[src/rtl/adder_arb_pkg.sv]
// Shared types for the adder arbiter slice.
package adder_arb_pkg;

    localparam int DATA_W   = 32;
    localparam int ID_MAX_W = 4;

    // id is wide enough for 16 requesters; the top uses only its low IDW bits
    typedef struct packed {
        logic [ID_MAX_W-1:0] id;
        logic [DATA_W-1:0]   res;
        logic                ovfl;
    } rsp_entry_t;

endpackage

[src/rtl/adder_rsp_fifo.sv]
// Synchronous response FIFO holding adder results tagged with requester id.
module adder_rsp_fifo
    import adder_arb_pkg::*;
#(
    parameter int DEPTH = 2
) (
    input  logic                       clk,
    input  logic                       rst,
    input  logic                       push,
    input  rsp_entry_t                 din,
    input  logic                       pop,
    output rsp_entry_t                 dout,
    output logic [$clog2(DEPTH+1)-1:0] count
);

    localparam int PW = $clog2(DEPTH);
    localparam int CW = $clog2(DEPTH + 1);

    rsp_entry_t    mem [DEPTH];
    logic [PW-1:0] wr_ptr;
    logic [PW-1:0] rd_ptr;

    function automatic logic [PW-1:0] ptr_inc(input logic [PW-1:0] p);
        return (p == PW'(DEPTH - 1)) ? '0 : p + 1'b1;
    endfunction

    always_ff @(posedge clk) begin
        if (push) mem[wr_ptr] <= din;
    end

    always_ff @(posedge clk) begin
        if (rst) begin
            wr_ptr <= '0;
            rd_ptr <= '0;
            count  <= '0;
        end else begin
            if (push) wr_ptr <= ptr_inc(wr_ptr);
            if (pop)  rd_ptr <= ptr_inc(rd_ptr);
            if (push && !pop)      count <= count + CW'(1);
            else if (pop && !push) count <= count - CW'(1);
        end
    end

    assign dout = mem[rd_ptr];

endmodule

[src/rtl/adder_arbiter.sv]
// Round-robin sharing of one registered adder among NREQ requesters,
// with credit-protected in-order response return.
module adder_arbiter
    import adder_arb_pkg::*;
#(
    parameter int NREQ      = 4,
    parameter int RSP_DEPTH = 2
) (
    input  logic                     clk,
    input  logic                     rst,
    input  logic [NREQ-1:0]          req_valid,
    output logic [NREQ-1:0]          req_ready,
    input  logic [NREQ*DATA_W-1:0]   req_a,
    input  logic [NREQ*DATA_W-1:0]   req_b,
    output logic [DATA_W-1:0]        add_ina,
    output logic [DATA_W-1:0]        add_inb,
    input  logic [DATA_W-1:0]        add_res,
    input  logic                     add_ovfl,
    output logic [NREQ-1:0]          rsp_valid,
    input  logic [NREQ-1:0]          rsp_ready,
    output logic [DATA_W-1:0]        rsp_res,
    output logic                     rsp_ovfl,
    output logic [31:0]              ops_done
);

    localparam int IDW = $clog2(NREQ);
    localparam int CW  = $clog2(RSP_DEPTH + 1);

    logic [IDW-1:0]  rr_ptr;
    logic [IDW-1:0]  rr_nxt;
    logic [IDW-1:0]  gnt_id;
    logic [IDW-1:0]  id_q;
    logic [NREQ-1:0] grant;
    logic            gnt_any;
    logic            inflight;
    logic            can_issue;
    logic            pop;
    logic [CW-1:0]   fifo_count;
    rsp_entry_t      push_e;
    rsp_entry_t      head;

    // A pop frees a slot this cycle, so it also lends a credit this cycle
    assign pop       = |(rsp_valid & rsp_ready);
    assign can_issue = ((int'(fifo_count) + int'(inflight)) < RSP_DEPTH) | pop;

    always_comb begin
        int idx;
        idx     = 0;
        grant   = '0;
        gnt_id  = '0;
        gnt_any = 1'b0;
        if (can_issue) begin
            for (int i = 0; i < NREQ; i++) begin
                idx = int'(rr_ptr) + i;
                if (idx >= NREQ) idx = idx - NREQ;
                if (!gnt_any && req_valid[idx]) begin
                    gnt_any     = 1'b1;
                    gnt_id      = IDW'(idx);
                    grant[idx]  = 1'b1;
                end
            end
        end
    end

    assign req_ready = grant;
    assign add_ina   = gnt_any ? req_a[DATA_W*gnt_id +: DATA_W] : '0;
    assign add_inb   = gnt_any ? req_b[DATA_W*gnt_id +: DATA_W] : '0;
    assign rr_nxt    = (gnt_id == IDW'(NREQ - 1)) ? '0 : gnt_id + 1'b1;

    always_ff @(posedge clk) begin
        if (rst) begin
            rr_ptr   <= '0;
            inflight <= 1'b0;
            id_q     <= '0;
            ops_done <= '0;
        end else begin
            inflight <= gnt_any;
            if (gnt_any) begin
                rr_ptr <= rr_nxt;
                id_q   <= gnt_id;
            end
            if (pop) ops_done <= ops_done + 32'd1;
        end
    end

    assign push_e = '{id: ID_MAX_W'(id_q), res: add_res, ovfl: add_ovfl};

    adder_rsp_fifo #(
        .DEPTH (RSP_DEPTH)
    ) u_rsp_fifo (
        .clk   (clk),
        .rst   (rst),
        .push  (inflight),
        .din   (push_e),
        .pop   (pop),
        .dout  (head),
        .count (fifo_count)
    );

    always_comb begin
        rsp_valid = '0;
        if (fifo_count != '0) rsp_valid[head.id[IDW-1:0]] = 1'b1;
    end

    assign rsp_res  = head.res;
    assign rsp_ovfl = head.ovfl;

endmodule
[config.mk]
export PLATFORM = sky130hd
export DESIGN_NAME = adder_arbiter
export DESIGN_NICKNAME = d
export VERILOG_FILES = /design/src/rtl/adder_arb_pkg.sv /design/src/rtl/adder_rsp_fifo.sv /design/src/rtl/adder_arbiter.sv
export SDC_FILE = /design/constraint.sdc
export NUM_CORES = 1
export LEC_CHECK = 0
export BUFFER_PORTS_ARGS = -buffer_cell sky130_fd_sc_hd__clkbuf_2
export CAP_MARGIN = 10
export CORE_AREA = 2 2 170 172
export CTS_CLUSTER_DIAMETER = 50
export DETAILED_ROUTE_END_ITERATION = 16
export DIE_AREA = 0 0 172 174
export GPL_ROUTABILITY_DRIVEN = 0
export PLACE_DENSITY_LB_ADDON = 0.05
export SYNTH_ARGS = -nofsm -noshare
export SYNTH_HDL_FRONTEND = slang
export SYNTH_SLANG_ARGS = --single-unit
[constraint.sdc]
create_clock -name clk -period 10.9 [get_ports clk]
set_input_delay 3.27 -clock clk [delete_from_list [all_inputs] [get_ports clk]]
set_output_delay 3.27 -clock clk [all_outputs]
set_load 0.1 [all_outputs]
* Yosys cells after proc, flatten, opt, wreduce, memory -nomap -nowiden
Memory sizes are Yosys's and may differ from the RTL's. A register that Yosys moved wholly into a read port is not among the register bits. Cells that the tools add are included.
Word-level totals: register bits after elaboration 41, memory bits (writable) 70, input bits 299, output and inout port bits 137, word-level logic and storage cells 126, memories kept 1
Operators by class: $add $sub $neg 14, $lt $le $gt $ge 15, equality and inequality tests 1, shifts and indexed selects 2, multiplexer cells 63, bitwise operators 5, reductions and logical operators 18
Memory list:
- u_rsp_fifo.mem | words 2, width 35, rd ports 1, clocked after Yosys merged registers in 1, wr ports 1, line adder_rsp_fifo.sv:19 | rsp_entry_t mem [DEPTH];
Operators by type and width (number):
- $mux W32 | 10
- $shiftx A128 B8 Y32 | 2
- $ge A32 B1 Y1 const B | 4
- $lt A32 B4 Y1 const B | 4
- $mux W4 | 9
- $add A32 B1 Y32 const B | 1
- $mux W1 | 27
- $mux W2 | 8
- $or A4 B4 Y4 | 3
- $sub A3 B3 Y4 const B | 3
- $demux W1 S2 | 5
- $logic_and A1 B1 Y1 | 10
- $ge A3 B3 Y1 const B | 3
- $bmux W1 S2 | 4
- $add A2 B2 Y3 const B | 2
- $logic_not A1 Y1 | 5
- $add A2 B1 Y2 const B | 2
- $and A4 B4 Y4 | 1
- $reduce_bool A2 Y1 | 2
- $reduce_or A4 Y1 | 1
- $sub A2 B3 Y4 const B | 1
- $add A2 B1 Y3 | 1
- $add A2 B1 Y3 const B | 1
- $ge A2 B3 Y1 const B | 1
- other kinds (7) | 8

* Depth between registers and ports, before layout
Gate-level depths: netlist of the first run.
word-level depth 28, mapped depth 12, gate-level depth less buffers 8

* Hierarchy
A second synthesis of the first run with hierarchy kept.
Unflattened totals: cells, all modules 624, area, all modules 6906.6 sq um
Modules (own cells, without submodules):
- adder_arbiter | times used 1, cells an instance 489, area each 4031.4 sq um, seq. area each 740.7 sq um
- adder_rsp_fifo | times used 1, cells an instance 135, area each 2875.3 sq um, seq. area each 2322.2 sq um

* Worst setup path after synthesis of the first run
No wires, ideal clock.
path kind input to output, start point input req_valid[2], end point output add_ina[0], arrival time 6409 ps, required time 7630 ps, setup slack 1221 ps, stages 9, buffers on the path 3, cell sequence mux4_2 -> and2b_1 -> o21ai_0 -> o31ai_1 -> clkbuf_1 -> buf_2 -> buf_4 -> mux2i_1 -> o22ai_1
On the way: cells in the longest elaborated chain, start to end 19, elaborated cells on any way between the ends 33, those cells by class shift (1); mux (26); reduce/logical (6)
Ends and longest elaborated chain:
- start, declared | line adder_arbiter.sv:11 | input logic [NREQ-1:0] req_valid,
- $bmux W1 S2 | line adder_arbiter.sv:56 | if (!gnt_any && req_valid[idx]) begin
- $mux W1 (not written as such) (2 in series) | line adder_arbiter.sv:56
- $mux W1 | line adder_arbiter.sv:56
- $mux W1 | line adder_arbiter.sv:52 | if (can_issue) begin
- $logic_not A1 Y1 | line adder_arbiter.sv:56
- $logic_and A1 B1 Y1 | line adder_arbiter.sv:56
- $mux W1 | line adder_arbiter.sv:56
- $mux W1 | line adder_arbiter.sv:52
- [... 2 more ...]
- $mux W1 | line adder_arbiter.sv:56
- $mux W1 | line adder_arbiter.sv:52
- $logic_not A1 Y1 | line adder_arbiter.sv:56
- $logic_and A1 B1 Y1 | line adder_arbiter.sv:56
- $mux W2 | line adder_arbiter.sv:56
- $mux W2 | line adder_arbiter.sv:52
- $shiftx A128 B8 Y32 | line adder_arbiter.sv:66 | assign add_ina = gnt_any ? req_a[DATA_W*gnt_id +: DATA_W] : '0;
- $mux W32 * | line adder_arbiter.sv:66
- end, declared | line adder_arbiter.sv:15 | output logic [DATA_W-1:0] add_ina,
Mark *: on every way between the ends. The rest lies on a longest branch, timed or not. The select of a mux whose other input is x is not followed.

* Worst setup path in the final report of the first run
start point input req_valid[2], end point output add_ina[6]
The elaborated chain is that of the path after synthesis.

==> flow_summary.ini, run 1 <==
[run_status]
status = finished, final reports clean

[sta]
slew_violations = 0
timing.final.hold_violations = 0
finalCriticalPeriod_ns = 9.56
setup_viol = 0
finalCritPeriodShare_pct = 87.7
rsz0062_at_grt = false
max_slew_margin_pct = 35.9
tightest_slew_ns = 0.961
finClkSkew_ns = 0.0136
fin_tns_setup_ns = 0
fmax_mhz = 105

[detailed_routing]
drt-initial-drc-count = 201
avgRoutedWirePerCell_um = 20.1
viasPerCell = 4.60
wl_mm = 28.7
drc = 0
via_count = 6562
ant_nets = 0
dr.pass1.iters = 4

[logic_synthesis]
synth_top_family_by_area = multiplexers
ys_ff_latch = 112
synthArstFlopShare_pct = 0
synthMuxAreaShare_pct = 27.3
synth_fa_ha_area_share_pct = 1.11
synth_xor_area_share_pct = 3.64
synth_top_area_share_pct = 31.2
synthTopCellsByCount = mux2i_1, edfxtp_1, o22ai_1
yosys.cell_types.count = 49
syn_inst = 614
ys_top_cells_by_area = edfxtp_1, mux2i_1, dfxtp_1
avgSynthCellArea_um2 = 11.0
synth_edf_count = 70
yosysWarnings = 0
ys_seq_area_share_pct = 43.7
synth_top_area_cell = edfxtp_1
synthSimpleGateAreaFrac_pct = 10.4
netlist_area_mm2 = 0.00673
yosys_most_used_dff = edfxtp_1
synth-compound-area-share_pct = 10.0
yosysMostFrequentCell = mux2i_1
synth_nets = 919

[place]
dpl.cell_count = 1407
place.detailed.hpwl_mm = 23.5
io_buffer_count = 435

[cells_and_area]
num-fill-cells = 3044
layoutNonFillerInstCount = 1428
drive_gt1_share_pct = 50.4
nets = 1339
synthToLayoutAreaGrowth_pct = 43.7

[critical_path]
rrSetupSlack_ns = 7.30
critPathCaptureType = output port
worst_path_largest_cell_delay_ns = 0.62
crit_type = in2out
cp_data_required_time_ns = 7.63
crit_chain = clkbuf_2 > mux4_2 > or3_1 > nor2_1 > a31o_2 > nand2_2 > buf_4 > o22ai_1 > clkbuf_2
rr_worst_depth = 8
r2r-start = rr_ptr[0]$_SDFFE_PP0P_
worst_path_most_repeated_cell = clkbuf_2
critical_path_arrival_ns = 6.29
critical_path.slowest_cell = mux4_2
start_kind = primary input
cp_max_fo = 34
regToRegEndpoint = rr_ptr[1]$_SDFFE_PP0P_

[clock_tree]
cts-root-buf = clkbuf_16
cts.repair.resized = 0
cts_made_buffers = 9
cts.sink_count = 112
ctsLongestPathBuffers = 2
htree_levels = 3
clk_pin_slew_ns = 0.08
cts_setup_buffers = 0
cts-hold-fix-buffers = 0
clk_latency_ns = 0.36
tritoncts = done

[grt]
track_usage_pct = 18.8
antenna_found_initial = 5
overflow = 0
grt_pass1_wl_mm = 41.6
grt_max_degree = 55
grt_pass1_vias = 6721

[min_path]
hp-start = id_q[1]$_SDFFE_PP0P_
holdPathEnd = u_rsp_fifo.mem[0][34]$_DFFE_PP_
min_path_cells = 0
hold_path.class = reg2reg

[floorplanning]
die_h_um = 174
pin_count = 436
initial_core_util_pct = 23.8
core_mm2 = 0.0282
die_area_mm2 = 0.0299
rows = 62
dieWidth_um = 172

[flow_run]
maxCapViolations = 0
## worst max-delay path, delay by kind of cell
family	cells	cell delay, ns
buffers and inverters	3	1.04
AND/OR/NAND/NOR	3	1.03
multiplexers	1	0.62
AO/OA/AOI/OAI	2	0.31
## cells in the final DEF, fill, tap and decap left out, types with 2 or more instances in the layout
master     instances
nand2b_1           2
nor2_1            49
a22oi_1            5
inv_1             15
buf_4             13
nor3_1             6
nand2_1           20
mux2_2            35
mux2i_1          129
a21oi_1           14
o21ai_0            9
nor4_1             3
o22ai_1           65
and2_1             2
xnor2_1           16
nor3_2             5
clkinv_8           2
xor2_1            12
o21ai_1            2
or3_1             10
clkbuf_16         10
mux4_2             6
a31o_2             2
ha_1               6
inv_6              2
clkbuf_2         434
a221oi_1           5
nand4_1           12
dfxtp_1           41
edfxtp_1          70
nand3_1            8
nand3b_1           2
buf_12             2
and3_1             3
diode_2            5
## worst max-delay path by stage
stage,start,end,slack [ns],cells after the start
5_1_grt,req_valid[2],add_inb[23],1.13,9
4_1_cts,req_valid[2],add_ina[19],1.33,9
3_5_place_dp,req_valid[2],add_ina[19],1.33,9
3_3_place_gp,req_valid[2],add_ina[25],1.35,8
6_report,req_valid[2],add_ina[6],1.34,9
2_1_floorplan,req_valid[2],add_ina[0],1.22,9
## final cells by class
cell class	count	area, µm²	area share (%)
antenna	5	12.5	0.129
clock buffer	10	250	2.59
clock inverter	6	65.1	0.673
inverter	16	60.1	0.621
multi-input combinational	446	3550	36.7
sequential	112	2940	30.4
tap	384	480	4.97
timing repair buffer	449	2310	23.9
## per-layer routing
metal  up-vias  track usage (%)  wire length, µm
met4         0             6.27              427
li1       3183                -                -
met3        29             5.08             2080
met2       247             33.4            15000
met1      3103             21.7            11200
met5         -                0                0
## stage by stage
stage                     cell area, µm²  worst slack [ns]  util (%)  hold WS [ns]
after floorplan                     6730              1.22         -         0.425
after global placement              9350              1.35      33.1         0.446
after detailed placement            9350              1.33      33.1         0.448
after CTS                           9660              1.33      34.2         0.467
after global routing                9670              1.13      34.3         0.486
final                               9670              1.34      34.3         0.460
## logic make-up after synthesis
logic type / count (synthesis)
AO/OA/AOI/OAI: 107
XOR/XNOR: 28
adder cells (fa/ha/maj): 6
buffers and inverters: 56
flip-flops: 112
multiplexers: 171
AND/OR/NAND/NOR: 134
## flip-flops by register name (all words and copies together) (netlist names), named ones only
| signal | cells |
|---|---|
| u_rsp_fifo.mem | 70 |
| ops_done | 32 |
| u_rsp_fifo.rd_ptr | 1 |
| u_rsp_fifo.count | 2 |
| id_q | 2 |
| rr_ptr | 2 |
| inflight | 1 |
| u_rsp_fifo.wr_ptr | 1 |
Power of run 1 is left out: the tool's default activity adds up to more than one toggle a clock period on the data nets, which glitch-free logic cannot reach.
==> inputs of run 2 (changes only) <==
--- a/config.mk
+++ b/config.mk
@@ -5,14 +5,16 @@
 export SDC_FILE = /design/constraint.sdc
 export NUM_CORES = 1
 export LEC_CHECK = 0
+export ABC_AREA = 1
 export BUFFER_PORTS_ARGS = -buffer_cell sky130_fd_sc_hd__clkbuf_2
 export CAP_MARGIN = 10
-export CORE_AREA = 2 2 170 172
+export CORE_AREA = 2 2 171 173
 export CTS_CLUSTER_DIAMETER = 50
 export DETAILED_ROUTE_END_ITERATION = 16
-export DIE_AREA = 0 0 172 174
+export DIE_AREA = 0 0 173 175
 export GPL_ROUTABILITY_DRIVEN = 0
 export PLACE_DENSITY_LB_ADDON = 0.05
 export SYNTH_ARGS = -nofsm -noshare
 export SYNTH_HDL_FRONTEND = slang
+export SYNTH_HIERARCHICAL = 1
 export SYNTH_SLANG_ARGS = --single-unit
==> run 2 against run 1 <==
  * Cell count increased by 31%
  * Setup slack improved by 0.091 ns
  * Core utilization rose by 3.5 points
  * Via count increased by 28%
  * Critical path depth up 5
  * Synthesized cell count up 76%
  * Fmax grew 0.96%
  * Highest routed layer unchanged
==> flow_summary.ini, run 2 <==
[sta]
finClkSkew_ns = 0.0140
fin_tns_setup_ns = 0
finalCriticalPeriod_ns = 9.47
max_slew_margin_pct = 27.6
slew_violations = 0
fmax_mhz = 106
tightest_slew_ns = 1.08
timing.final.hold_violations = 0
finalCritPeriodShare_pct = 86.9
rsz0062_at_grt = false
setup_viol = 0

[min_path]
hold_path.class = reg2reg
min_path_cells = 1
hp-start = ops_done[0]$_SDFFE_PP0P_
holdPathEnd = ops_done[0]$_SDFFE_PP0P_

[detailed_routing]
dr.pass1.iters = 5
drt-initial-drc-count = 364
avgRoutedWirePerCell_um = 16.0
wl_mm = 30.0
ant_nets = 0
via_count = 8403
viasPerCell = 4.48
drc = 0

[critical_path]
cp_max_fo = 23
cp_data_required_time_ns = 7.63
rrSetupSlack_ns = 7.16
critPathCaptureType = output port
start_kind = primary input
crit_type = in2out
regToRegEndpoint = rr_ptr[1]$_SDFFE_PP0P_
rr_worst_depth = 12
critical_path_arrival_ns = 6.20

[clock_tree]
clk_pin_slew_ns = 0.07
cts.sink_count = 112
ctsLongestPathBuffers = 2
cts_setup_buffers = 0
cts.repair.resized = 0
tritoncts = done
htree_levels = 3
cts-root-buf = clkbuf_16
cts-hold-fix-buffers = 0
cts_made_buffers = 9
clk_latency_ns = 0.35

[logic_synthesis]
netlist_area_mm2 = 0.00800
yosysWarnings = 6
avgSynthCellArea_um2 = 7.42
synth_nets = 1384
syn_inst = 1078

[cells_and_area]
drive_gt1_share_pct = 38.1
synthToLayoutAreaGrowth_pct = 34.0
reg_top3 = u_rsp_fifo/mem (70), ops_done (32)
final_common_cell = clkbuf_2
top_register = u_rsp_fifo/mem
largest_reg_flops = 70
nets = 1783
final_cell_mix = clkbuf_2, nand2_1, inv_1, nand3_1, a21oi_1
regArea_mm2 = 0.00294
num-fill-cells = 3188
multi_input_area_mm2 = 0.00411

[grt]
track_usage_pct = 19.2
grt_pass1_vias = 8087
grt_max_degree = 116
grt-busiest-layer = met2
grt_use_met2_pct = 33.0
overflow = 0
grt_use_met1_pct = 22.6
grt_use_met3_pct = 5.03
grt_pass1_wl_mm = 45.3
antenna_found_initial = 10

[run_status]
status = finished, final reports clean

[floorplanning]
core_mm2 = 0.0284
rows = 62
dieWidth_um = 173
die_h_um = 175
pin_count = 436
die_area_mm2 = 0.0303
initial_core_util_pct = 28.2

[place]
place.detailed.hpwl_mm = 23.5
io_buffer_count = 435

[flow_run]
maxCapViolations = 0
## run 2: cell count changes in the layout (fill, tap and decap cells not counted), sizes merged, moves of 12 or more
cell / before / now
mux2i: 129 / 0
nor2: 50 / 81
nand2: 21 / 198
xnor2: 16 / 4
o21bai: 0 / 20
a21oi: 14 / 78
o22ai: 65 / 4
inv: 19 / 165
or2: 1 / 89
o21ai: 11 / 72
nand3: 8 / 110
## run 2: routing by layer
metal / vias to the layer above / share of wire (%)
met5: - / 0
met4: 0 / 2.2
met3: 33 / 6.4
met2: 248 / 50
met1: 3798 / 41
li1: 4324 / -
## run 2: worst max path at each step
stage | startpoint | end | slack (ns) | depth (start not counted)
3_3_place_gp | rsp_ready[2] | add_inb[24] | 1.43 | 14
4_1_cts | rsp_ready[2] | add_inb[24] | 1.34 | 14
3_5_place_dp | rsp_ready[2] | add_inb[24] | 1.35 | 14
5_1_grt | rsp_ready[3] | add_inb[24] | 1.11 | 14
6_report | rsp_ready[2] | add_inb[24] | 1.43 | 14
2_1_floorplan | req_valid[3] | add_ina[14] | 1.77 | 14
## run 2: cell type report
| class | count | share of cell area (%) |
|---|---|---|
| antenna | 10 | 0.233 |
| clock buffer | 10 | 2.14 |
| clock inverter | 6 | 0.525 |
| inverter | 161 | 5.68 |
| multi-input combinational | 749 | 38.3 |
| sequential | 112 | 27.5 |
| tap | 384 | 4.48 |
| timing repair buffer | 444 | 21.2 |
## run 2: metrics by stage
step	hold slack [ns]	instances	setup slack, ns	cell area [µm²]	util [%]
2_1_floorplan	0.426	1078	1.77	8000	-
3_3_place_gp	0.489	1850	1.43	10400	36.7
3_5_place_dp	0.484	1850	1.35	10400	36.7
4_1_cts	0.504	1866	1.34	10700	37.7
5_1_grt	0.529	1876	1.11	10700	37.8
6_report	0.502	1876	1.43	10700	37.8
## run 2: worst max-delay path, stage by stage
cell and delay [ns]:
clkbuf_2 0.08, nand4_1 0.07, nand2_1 0.08, nor2_2 0.47
nand2_2 0.26, nand2_1 0.13, inv_1 0.07, o21ai_4 0.06
inv_2 0.20, nor2_4 0.55, buf_12 0.25, nand3_1 0.09
nand2_1 0.06, clkbuf_2 0.49
Power of run 2 is left out for the same reason.
==> inputs of run 3 (changes only) <==
--- a/config.mk
+++ b/config.mk
@@ -13,7 +13,6 @@
 export DETAILED_ROUTE_END_ITERATION = 16
 export DIE_AREA = 0 0 173 175
 export GPL_ROUTABILITY_DRIVEN = 0
-export PLACE_DENSITY_LB_ADDON = 0.05
 export SYNTH_ARGS = -nofsm -noshare
 export SYNTH_HDL_FRONTEND = slang
 export SYNTH_HIERARCHICAL = 1
==> run 3 against run 2 <==
  * Critical path depth grew 2
  * Count of clock-buffer cells in the layout grew 2
  * Via count grew 1.5%
  * Sequential share of layout area grew 0.071 points
  * Setup slack lost 0.12 ns
  * First-iteration DRC count grew 21%
  * Global-route usage shrank 0.27 points
  * Flip-flop and latch count is the same
  * Cell count shrank 0.37%
  * Core utilization shrank 0.097 points
  * Clock skew shrank 0.0021 ns
  * Die area is the same
  * Critical path type unchanged
==> flow_summary.ini, run 3 (synthesis gave the netlist of run 2 again) <==
[floorplanning]
pin_count = 436
dieWidth_um = 173
initial_core_util_pct = 28.2
die_area_mm2 = 0.0303
die_h_um = 175
core_mm2 = 0.0284
rows = 62

[detailed_routing]
drc = 0
drt-initial-drc-count = 440
dr.pass1.iters = 4
via_count = 8533
avgRoutedWirePerCell_um = 15.7
wl_mm = 29.3
viasPerCell = 4.57
ant_nets = 0

[critical_path]
start_kind = primary input
critPathCaptureType = output port
cp_data_required_time_ns = 7.63
rr_worst_depth = 13
crit_type = in2out
rrSetupSlack_ns = 7.27
critical_path_arrival_ns = 6.33
cp_max_fo = 45
regToRegEndpoint = rr_ptr[1]$_SDFFE_PP0P_

[min_path]
min_path_cells = 0
hold_path.class = reg2reg
holdPathEnd = u_rsp_fifo/mem[0][33]$_DFFE_PP_
hp-start = id_q[0]$_SDFFE_PP0P_

[cells_and_area]
multi_input_area_mm2 = 0.00411
regArea_mm2 = 0.00294
num_antenna_cells = 0
synthToLayoutAreaGrowth_pct = 33.7
drive_gt1_share_pct = 38.0
nets = 1786
largest_reg_flops = 70
layoutNonFillerInstCount = 1869
top_register = u_rsp_fifo/mem
final_cell_mix = clkbuf_2, nand2_1, inv_1, nand3_1, a21oi_1
final_common_cell = clkbuf_2
num-fill-cells = 3041
reg_top3 = u_rsp_fifo/mem (70), ops_done (32)

[flow_run]
maxCapViolations = 0

[sta]
fin_tns_setup_ns = 0
setup_viol = 0
max_slew_margin_pct = 28.8
fin_ws_ns = 1.30
finalCriticalPeriod_ns = 9.60
fmax_mhz = 104
timing.final.hold_violations = 0
tightest_slew_ns = 1.07
rsz0062_at_grt = false
finClkSkew_ns = 0.0120
finalCritPeriodShare_pct = 88.0
slew_violations = 0

[grt]
grt_max_degree = 66
track_usage_pct = 18.9
overflow = 0
antenna_found_initial = 2
grt_pass1_vias = 8338
grt_pass1_wl_mm = 45.1

[clock_tree]
cts_made_buffers = 9
cts.sink_count = 112
tritoncts = done
clk_pin_slew_ns = 0.07
cts-hold-fix-buffers = 0
clk_latency_ns = 0.35
htree_levels = 3
cts-root-buf = clkbuf_16
cts_setup_buffers = 0
cts.repair.resized = 0
ctsLongestPathBuffers = 2

[place]
post-place-ws_ns = 1.27
io_buffer_count = 435
place.detailed.hpwl_mm = 23.5
dpl.cell_count = 1853

[run_status]
status = finished, final reports clean
-- run 3: changes by cell type in the layout (fill, tap and decap cells not counted), moves of 2 or more --
cell / before / now
diode_2: 10 / 0
inv_8: 2 / 0
buf_4: 7 / 10
clkinv_2: 0 / 2
-- run 3: cell type report --
cell class                      count  share of cell area [%]
Tap cell                          384                    4.49
Clock buffer                       12                    2.22
Sequential cell                   112                    27.5
Inverter                          161                    5.70
Multi-Input combinational cell    749                    38.4
Clock inverter                      4                   0.211
Timing Repair Buffer              447                    21.4
-- run 3: critical path, stage by stage --
cell	delay, ns
clkbuf_2	0.10
inv_1	0.07
nand2_1	0.07
nand3_2	0.11
nand2_2	0.10
inv_2	0.11
o21ai_1	0.07
nand2_1	0.11
nand2_1	0.07
buf_4	0.22
nor2_4	0.80
buf_12	0.29
or2_2	0.14
nand3_1	0.08
nand2_1	0.17
clkbuf_2	0.48
-- run 3: worst max-delay path by stage --
stage                             from     endpoint  cells past startpoint
after global routing      req_valid[3]  add_inb[26]                     17
after CTS                 req_valid[3]  add_inb[28]                     16
after floorplan           req_valid[3]  add_ina[14]                     14
after global placement    req_valid[3]  add_inb[28]                     16
after detailed placement  req_valid[3]  add_inb[29]                     16
final                     req_valid[3]  add_inb[28]                     16
-- run 3: per-layer routing --
| metal | part of all wire (%) | routed length, µm | GRT usage (%) | vias up |
|---|---|---|---|---|
| li1 | - | - | - | 4314 |
| met1 | 39 | 11600 | 21.6 | 3872 |
| met2 | 53 | 15400 | 36.1 | 313 |
| met3 | 5.9 | 1720 | 3.29 | 32 |
| met4 | 2.0 | 595 | 4.94 | 2 |
| met5 | 0.044 | 13 | 0 | - |
-- run 3: metrics by stage --
step           util, %  instance area (µm²)  hold WS (ns)
6_report          37.7                10700         0.473
5_1_grt           37.7                10700         0.489
4_1_cts           37.7                10700         0.472
3_5_place_dp      36.7                10400         0.455
3_3_place_gp      36.7                10400         0.441
2_1_floorplan        -                 8000         0.426
Power of run 3 is left out for the same reason.
